<file path="src/rtl/coeff_unpack_if.sv">
// Handshake bundle between the ciphertext byte source, the unpacker and decompress.
// master drives start/d/bytes/cready; slave is the unpacker.
interface coeff_unpack_if;
  logic        start;
  logic [3:0]  d;
  logic [7:0]  data;
  logic        valid;
  logic        ready;
  logic [11:0] coeff;
  logic        cvalid;
  logic        cready;
  logic        last;
  logic        done;
  logic        err;

  modport master (
    output start, d, data, valid, cready,
    input  ready, coeff, cvalid, last, done, err
  );

  modport slave (
    input  start, d, data, valid, cready,
    output ready, coeff, cvalid, last, done, err
  );
endinterface

</file>
<file path="src/rtl/coeff_unpack.sv">
// Kyber ByteDecode_d unpacker: packed bytes in, d-bit coefficients out LSB-first.
// Optional macro UNPACK_D12_EN enables d=12 with reduction of raw values >= KYBER_Q.
module coeff_unpack #(
  parameter int unsigned N_COEFF = 256,
  parameter int unsigned BUF_W   = 24,
  parameter int unsigned KYBER_Q = 3329
) (
  input  logic          i_clk,
  input  logic          i_rstn,
  coeff_unpack_if.slave bus
);
  localparam int unsigned COEFF_W = 12;
  localparam int unsigned D_W     = 4;
  localparam int unsigned CNT_W   = $clog2(BUF_W + 1);
  localparam int unsigned IDX_W   = $clog2(N_COEFF + 1);
  localparam int unsigned BYTES_W = $clog2(N_COEFF * COEFF_W / 8 + 1);

  typedef enum logic {IDLE, RUN} state_t;

  state_t               state, state_n;
  logic [BUF_W-1:0]     buffer, buffer_n, shifted;
  logic [CNT_W-1:0]     bitcnt, bitcnt_n, avail;
  logic [IDX_W-1:0]     coeff_cnt, coeff_cnt_n;
  logic [BYTES_W-1:0]   byte_cnt, byte_cnt_n;
  logic [D_W-1:0]       d_reg, d_reg_n;
  logic                 ready_q, ready_n;
  logic                 cvalid_q, cvalid_n;
  logic [COEFF_W-1:0]   coeff_q, coeff_n, field;
  logic                 last_q, last_n;
  logic                 done_q, done_n;
  logic                 err_q, err_n;
  logic                 coeff_hs, byte_hs;

  function automatic logic d_legal(input logic [D_W-1:0] dv);
    case (dv)
      4'd1, 4'd4, 4'd5, 4'd10, 4'd11: d_legal = 1'b1;
`ifdef UNPACK_D12_EN
      4'd12:                          d_legal = 1'b1;
`endif
      default:                        d_legal = 1'b0;
    endcase
  endfunction

  function automatic logic [BYTES_W-1:0] byte_total(input logic [D_W-1:0] dv);
    byte_total = BYTES_W'((N_COEFF / 8) * 32'(dv));
  endfunction

  // Next-state: shift out a consumed coefficient first, then append an accepted byte above it
  always_comb begin
    state_n     = state;
    buffer_n    = buffer;
    bitcnt_n    = bitcnt;
    coeff_cnt_n = coeff_cnt;
    byte_cnt_n  = byte_cnt;
    d_reg_n     = d_reg;
    done_n      = 1'b0;
    err_n       = 1'b0;
    coeff_n     = '0;

    coeff_hs = (state == RUN) && cvalid_q && bus.cready;
    byte_hs  = (state == RUN) && ready_q && bus.valid;
    shifted  = coeff_hs ? (buffer >> d_reg) : buffer;
    avail    = coeff_hs ? (bitcnt - CNT_W'(d_reg)) : bitcnt;

    case (state)
      IDLE: begin
        if (bus.start) begin
          if (d_legal(bus.d)) begin
            state_n     = RUN;
            buffer_n    = '0;
            bitcnt_n    = '0;
            coeff_cnt_n = '0;
            byte_cnt_n  = '0;
            d_reg_n     = bus.d;
          end else begin
            err_n = 1'b1;
          end
        end
      end
      RUN: begin
        buffer_n = byte_hs ? (shifted | (BUF_W'(bus.data) << avail)) : shifted;
        bitcnt_n = byte_hs ? (avail + CNT_W'(8)) : avail;
        if (byte_hs) byte_cnt_n = byte_cnt + BYTES_W'(1);
        if (coeff_hs) begin
          coeff_cnt_n = coeff_cnt + IDX_W'(1);
          if (coeff_cnt == IDX_W'(N_COEFF - 1)) begin
            state_n = IDLE;
            done_n  = 1'b1;
          end
        end
      end
      default: state_n = IDLE;
    endcase

    // Handshake flags are precomputed from next state so outputs come straight off flops
    ready_n  = (state_n == RUN) && (bitcnt_n <= CNT_W'(BUF_W - 8)) &&
               (byte_cnt_n < byte_total(d_reg_n));
    cvalid_n = (state_n == RUN) && (bitcnt_n >= CNT_W'(d_reg_n));
    last_n   = cvalid_n && (coeff_cnt_n == IDX_W'(N_COEFF - 1));
    field    = buffer_n[COEFF_W-1:0] & ((COEFF_W'(1) << d_reg_n) - COEFF_W'(1));
    if (cvalid_n) coeff_n = field;
`ifdef UNPACK_D12_EN
    if (cvalid_n && (d_reg_n == D_W'(12)) && (field >= COEFF_W'(KYBER_Q)))
      coeff_n = field - COEFF_W'(KYBER_Q);
`endif
  end

`ifndef UNPACK_D12_EN
  logic [31:0] unused_kyber_q;
  assign unused_kyber_q = KYBER_Q;
`endif

  always_ff @(posedge i_clk or negedge i_rstn) begin
    if (!i_rstn) begin
      state     <= IDLE;
      buffer    <= '0;
      bitcnt    <= '0;
      coeff_cnt <= '0;
      byte_cnt  <= '0;
      d_reg     <= '0;
      ready_q   <= 1'b0;
      cvalid_q  <= 1'b0;
      coeff_q   <= '0;
      last_q    <= 1'b0;
      done_q    <= 1'b0;
      err_q     <= 1'b0;
    end else begin
      state     <= state_n;
      buffer    <= buffer_n;
      bitcnt    <= bitcnt_n;
      coeff_cnt <= coeff_cnt_n;
      byte_cnt  <= byte_cnt_n;
      d_reg     <= d_reg_n;
      ready_q   <= ready_n;
      cvalid_q  <= cvalid_n;
      coeff_q   <= coeff_n;
      last_q    <= last_n;
      done_q    <= done_n;
      err_q     <= err_n;
    end
  end

  assign bus.ready  = ready_q;
  assign bus.cvalid = cvalid_q;
  assign bus.coeff  = coeff_q;
  assign bus.last   = last_q;
  assign bus.done   = done_q;
  assign bus.err    = err_q;
endmodule

</file>
<file path="src/flat_wrapper.sv">
// flat-port wrapper written by rule: the top's interface ports become plain ports
module coeff_unpack_flat 
#(
  parameter int unsigned N_COEFF = 256,
  parameter int unsigned BUF_W   = 24,
  parameter int unsigned KYBER_Q = 3329
)
  (i_clk, i_rstn, bus_start, bus_d, bus_data, bus_valid, bus_cready, bus_ready, bus_coeff, bus_cvalid, bus_last, bus_done, bus_err);
  coeff_unpack_if bus_i ();
  input  logic i_clk;
  input  logic i_rstn;
  input wire logic [$bits(bus_i.start)-1:0] bus_start;
  input wire logic [$bits(bus_i.d)-1:0] bus_d;
  input wire logic [$bits(bus_i.data)-1:0] bus_data;
  input wire logic [$bits(bus_i.valid)-1:0] bus_valid;
  input wire logic [$bits(bus_i.cready)-1:0] bus_cready;
  output wire logic [$bits(bus_i.ready)-1:0] bus_ready;
  output wire logic [$bits(bus_i.coeff)-1:0] bus_coeff;
  output wire logic [$bits(bus_i.cvalid)-1:0] bus_cvalid;
  output wire logic [$bits(bus_i.last)-1:0] bus_last;
  output wire logic [$bits(bus_i.done)-1:0] bus_done;
  output wire logic [$bits(bus_i.err)-1:0] bus_err;
  assign bus_i.start = bus_start;
  assign bus_i.d = bus_d;
  assign bus_i.data = bus_data;
  assign bus_i.valid = bus_valid;
  assign bus_i.cready = bus_cready;
  assign bus_ready = bus_i.ready;
  assign bus_coeff = bus_i.coeff;
  assign bus_cvalid = bus_i.cvalid;
  assign bus_last = bus_i.last;
  assign bus_done = bus_i.done;
  assign bus_err = bus_i.err;
  coeff_unpack #(.N_COEFF(N_COEFF), .BUF_W(BUF_W), .KYBER_Q(KYBER_Q)) u_core (.i_clk(i_clk), .i_rstn(i_rstn), .bus(bus_i));
endmodule
</file>
<file path="config.mk">
export PLATFORM = sky130hd
export DESIGN_NAME = coeff_unpack_flat
export DESIGN_NICKNAME = d
export VERILOG_FILES = /design/src/rtl/coeff_unpack_if.sv /design/src/rtl/coeff_unpack.sv /design/src/flat_wrapper.sv
export SDC_FILE = /design/constraint.sdc
export NUM_CORES = 1
export LEC_CHECK = 0
export ABC_AREA = 1
export BUFFER_PORTS_ARGS = -buffer_cell sky130_fd_sc_hd__buf_2
export CORE_MARGIN = 3
export CORE_UTILIZATION = 60
export DETAILED_ROUTE_END_ITERATION = 8
export GPL_TIMING_DRIVEN = 0
export MAX_ROUTING_LAYER = met4
export PLACE_DENSITY = 0.79
export SYNTH_ARGS = -nofsm -noshare
export SYNTH_HDL_FRONTEND = slang
export SYNTH_SLANG_ARGS = --single-unit
</file>
<file path="constraint.sdc">
create_clock -name i_clk -period 9.8 [get_ports i_clk]
set_clock_uncertainty 0.05 [all_clocks]
set_input_delay 0.49 -clock i_clk [delete_from_list [all_inputs] [get_ports i_clk]]
set_output_delay 0.49 -clock i_clk [all_outputs]
set_load 0.01 [all_outputs]
</file>
# [After elaboration in Yosys (flattened, before gate mapping)]
# Cells that the tools add are included.
[totals] ff_bits=69 word_cells=82 inputBits=17 output_inout_bits=17
[op_classes] n_reduce_logical=10 shifts=3 muxes=36 n_eq_ne=9 magnitude_cmp=3 n_bitwise=3 n_addsub=5
[op_table] operator="$mux 24" n=4
[op_table] operator="$mux 9" n=6
[op_table] operator="$pmux 24 s2" n=1
[op_table] operator="$pmux 9 s2" n=2
[op_table] operator="$or 24x24->24" n=1
[op_table] operator="$shl 8x5->24" n=1
[op_table] operator="$shr 24x4->24" n=1
[op_table] operator="$mux 5" n=4
[op_table] operator="$add 9x1->9 const B" n=2
[op_table] operator="$eq 9x8->1 const B" n=2
[op_table] operator="$mux 1" n=13
[op_table] operator="$and 12x12->12" n=1
[op_table] operator="$mux 12" n=1
[op_table] operator="$mux 4" n=3
[op_table] operator="$shl 1x4->12 const A" n=1
[op_table] operator="$sub 12x1->12 const B" n=1
[op_table] operator="$pmux 5 s2" n=1
[op_table] operator="$lt 9x9->1" n=1
[op_table] operator="$eq 4x3->1 const B" n=2
[op_table] operator="$eq 4x4->1 const B" n=2
[op_table] operator="$logic_and 1x1->1" n=8
[op_table] operator="$add 5x4->5 const B" n=1
[op_table] operator="$ge 5x4->1" n=1
[op_table] operator="$le 5x5->1 const B" n=1
[op_table] operator="other kinds (8)" n=8

# [Depth between registers and ports, before layout]
[logic_depth] depth_word=12 mapped_depth=20 mapped_depth_nobuf=20

# [Least setup slack after synthesis]
# Ideal clock, no wire load.
[synth_timing] kind="reg-to-reg" start="register u_core.d_reg[1]" end="register u_core.coeff_q[0], in the netlist u_core.bus.coeff[0]" arrival_ns=3.114 required_time_ns=9.631 path_slack_ns=6.517 path_stages_with_launch=17 cell_sequence="dfrtp_1 inv_2 clkbuf_1 fa_1 o21ai_4 inv_2 buf_4 o21ai_0 a21oi_1 ha_1 a21oi_1 nand3b_1 nand2_1 a21oi_1 a21oi_4 inv_2 nor2_1"
[synth_between] elab_chain_len=8 word_cells_on_any_way=20 cone_classes="add/sub: 3; order compare: 1; shift: 3; mux: 10; bitwise: 2; reduce/logical: 1"
[synth_rtl] element="from (decl)" line="coeff_unpack.sv:25" source="logic [D_W-1:0] d_reg, d_reg_n;"
[synth_rtl] element="from (signal assigned)" line="coeff_unpack.sv:133" source="d_reg <= d_reg_n;"
[synth_rtl] element="$sub 5x4->5 *" line="coeff_unpack.sv:63" source="avail = coeff_hs ? (bitcnt - CNT_W'(d_reg)) : bitcnt;"
[synth_rtl] element="$mux 5 *" line="coeff_unpack.sv:63"
[synth_rtl] element="$add 5x4->5" line="coeff_unpack.sv:82" source="bitcnt_n = byte_hs ? (avail + CNT_W'(8)) : avail;"
[synth_rtl] element="$mux 5 *" line="coeff_unpack.sv:82"
[synth_rtl] element="$pmux 5 s2 *" line="coeff_unpack.sv:65" source="case (state)"
[synth_rtl] element="named net u_core.bitcnt_n[1]" line="coeff_unpack.sv:22" source="logic [CNT_W-1:0] bitcnt, bitcnt_n, avail;"
[synth_rtl] element="$ge 5x4->1 *" line="coeff_unpack.sv:98" source="cvalid_n = (state_n == RUN) && (bitcnt_n >= CNT_W'(d_reg_n));"
[synth_rtl] element="$logic_and 1x1->1 *" line="coeff_unpack.sv:98"
[synth_rtl] element="named net u_core.cvalid_n" line="coeff_unpack.sv:27" source="logic cvalid_q, cvalid_n;"
[synth_rtl] element="$mux 12 *" line="coeff_unpack.sv:101" source="if (cvalid_n) coeff_n = field;"
[synth_rtl] element="named net u_core.coeff_n[0]" line="coeff_unpack.sv:28" source="logic [COEFF_W-1:0] coeff_q, coeff_n, field;"
[synth_rtl] element="to (signal assigned)" line="coeff_unpack.sv:136" source="coeff_q <= coeff_n;"
[synth_rtl] element="to (decl)" line="coeff_unpack.sv:28"
# The timed path passes the listed nets; every way through them passes the cells marked *.
# A chain may end at the register's enable or synchronous reset.

# [Worst setup path after layout]
[layout_timing] start="register u_core.d_reg[1]" end="register u_core.coeff_q[9], in the netlist u_core.bus.coeff[9]"
# The elaborated chain is that of the path after synthesis.

==> impl_metrics.ini <==
[logic_synthesis]
synth_cells = 825
syn_nets = 856
yosys.cell_types.count = 47
ys.flop_type = dfrtp_1
post-synth-top-count-cell = nand2_1
yosys-top-cells-count = 254 x nand2_1, 140 x nand3_1, 69 x dfrtp_1, 68 x inv_1, 58 x nor2_1
ys_ff_latch = 69
synth-seq-area-share_pct = 32.2
yosys_warnings = 0
postSynthAreaPerCell_um2 = 6.49
async_flop_share_pct = 100
yosysTopAreaCellShare_pct = 32.2
synth_edf_count = 0
synth_largest_area_cell = dfrtp_1
netlist_area_um2 = 5360
ys_top_cells_by_area = dfrtp_1 32%, nand2_1 18%, nand3_1 13%

[worst_setup_path]
cp_slowest_stage_delay_ns = 0.64
critical_path_arrival_ns = 4.45
crit_start = u_core.d_reg[1]
r2r-end = u_core.bus.coeff[9]
critPathSlowestCell = clkbuf_1
worstPathMaxFanout = 11
cp.depth = 17
critPathTopFamily = buffers and inverters
reg2reg_from = u_core.d_reg[1]
path_cells = inv_2 > clkbuf_1 > fa_1 > o21ai_4 > inv_2 > buf_4 > o21ai_0 > a21oi_1 > ha_1 > a21oi_1 > nand3_1 > nand2_1 > inv_1 > a21oi_1 > a21oi_4 > inv_2 > nor2_1
worstSetupEndpoint = u_core.bus.coeff[9]
reg2reg_slack_ns = 5.53
startpoint_type = register
crit_required_ns = 9.98
crit_buf_inv = 6
crit_type = reg2reg
end_kind = register
worst_r2r_path_depth = 17

[die]
fp.dieH_um = 100
core_um2 = 8420
die_area_um2 = 10100
fp.dieW_um = 100
num_rows = 33
initial_core_util_pct = 63.6
boundaryPins = 34

[routing]
finalWirelength_mm = 18.3
via_per_inst = 6.36
ant_nets = 0
vias = 6224
drc = 0
wl_per_cell_um = 18.7
drt-initial-drc-count = 712
firstDrtPassIters = 7

[cts]
cts_buffers = 9
clk_latency_ns = 0.35
htree_levels = 3
cts_tree = done
cts.hold.buffers_added = 0
cts_setup_buffers = 0
cts_resized = 0
cts_sinks = 69
root_buffer = clkbuf_8
clk_pin_slew_ns = 0.08
cts_buffer_depth = 2

[global_routing]
grt.total_usage_pct = 38.8
grt_pass1_vias = 6017
grt_max_degree = 70
grt_pass1_wl_mm = 29.9
overflow = 0
antenna_found_initial = 0

[timing]
fmax_mhz = 234
worst_slew_pin_slew_ns = 0.878
slew_viol_final = 0
fin_crit_sh_pct = 43.6
finalCriticalPeriod_ns = 4.27
fin_tns_setup_ns = 0
rsz0062_at_grt = false
layout_setup_ws_ns = 5.53
worst_hold_slack_ns = 0.177
hold_violations = 0
setup_viol = 0
max-slew-margin-rel_pct = 41.4

[placement]
numPortBuffers = 33
dp_slack_ns = 5.69
gp_routability_congestion = 1.01
dp_hpwl_mm = 13.8

[finish]
nNetsFinal = 900
top_register = u_core.buffer
multi_input_comb_area_um2 = 3190
fillers = 726
syn_to_final_growth_pct = 10.1
largest_reg_flops = 24
diodes = 0
drive_above_1_share_pct = 10.3
register_area_um2 = 1730

[power]
leakagePower_nw = 3.03
p_per_area_nw_per_um2 = 289
power_mw = 1.70
vdd_drop_max_uv = 172

[min_path]
hold_path.class = in2async

[run_status]
outcome = finished clean

[job]
cap_viol_max_count = 0
-- cell families after synthesis --
| group | after synthesis | share of synthesized area [%] |
|---|---|---|
| AOI/OAI and AO/OA | 130 | 14.4 |
| xor gates and xnor gates | 3 | 0.491 |
| adders and majority gates | 14 | 3.41 |
| muxes | 2 | 0.374 |
| buffers and inverters | 108 | 8.15 |
| DFF | 69 | 32.2 |
| and+or+nand+nor | 499 | 40.9 |
-- power by group --
group	internal, mW	switching (mW)
clock	0.176	0.112
sequential	0.385	0.0852
combinational	0.301	0.646
-- cells in the final DEF, fill, tap and decap left out, types with 4 or more instances in the layout --
master    Yosys  final
a21oi_1      41     41
inv_1        68     68
nand3_1     140    140
nand2_1     254    254
inv_2         6      6
nor2_2        5      5
nand4_1      12     12
nand3b_1      6      6
dfrtp_1      69     69
nor3_1        6      6
nand2_2       4      4
nor2_1       58     58
ha_1         13     13
clkbuf_1     19     19
buf_2        10     42
o21ai_0      52     52
clkbuf_8      0     10
buf_4         3      4
o211ai_1     10     10
or2_2         5      5
-- cell type report --
cell class	instances	share of cell area, %
plain buffers	33	2.63
clock inverters	5	1.80
inverters	75	4.77
multi-input cells	648	54.1
flip-flops and latches	69	29.3
repair buffers	33	2.84
clock buffers	10	2.33
well taps	105	2.23
-- worst min path at each step --
stage | from | to | slack [ns] | depth (start not counted)
finish | i_rstn | u_core.buffer[17] | 0.18 | 1
detailed placement | u_core.coeff_cnt[7] | u_core.coeff_cnt[7] | 0.46 | 1
CTS | i_rstn | u_core.buffer[19] | 0.23 | 1
floorplan | i_rstn | u_core.bitcnt[0] | 0.14 | 0
global route | i_rstn | u_core.buffer[19] | 0.23 | 1
global placement | u_core.coeff_cnt[7] | u_core.coeff_cnt[7] | 0.44 | 1
-- worst register-to-register path, stage by stage (launching register included) --
cell and delay [ns]:
dfrtp_1 0.48, inv_2 0.24, clkbuf_1 0.64, fa_1 0.57, o21ai_4 0.30, inv_2 0.06
buf_4 0.18, o21ai_0 0.14, a21oi_1 0.12, ha_1 0.34, a21oi_1 0.18, nand3_1 0.11
nand2_1 0.08, inv_1 0.05, a21oi_1 0.23, a21oi_4 0.16, inv_2 0.17, nor2_1 0.08
-- metal layers --
layer  track usage [%]  up-vias  wire (µm)
met5                 -        -          0
met4              19.1        0        744
met3              6.02       84       1900
met2              62.3      459       8890
met1              47.7     2843       6800
li1                  -     2838          -
-- per-stage QoR --
step                      cells  cell area [µm²]  utilization, %
after floorplan             825             5360               -
after global placement      963             5650            67.1
after detailed placement    963             5650            67.1
after CTS                   978             5900            70.0
after global routing        978             5900            70.0
final                       978             5900            70.0
Power figures use the tool's default switching activity.
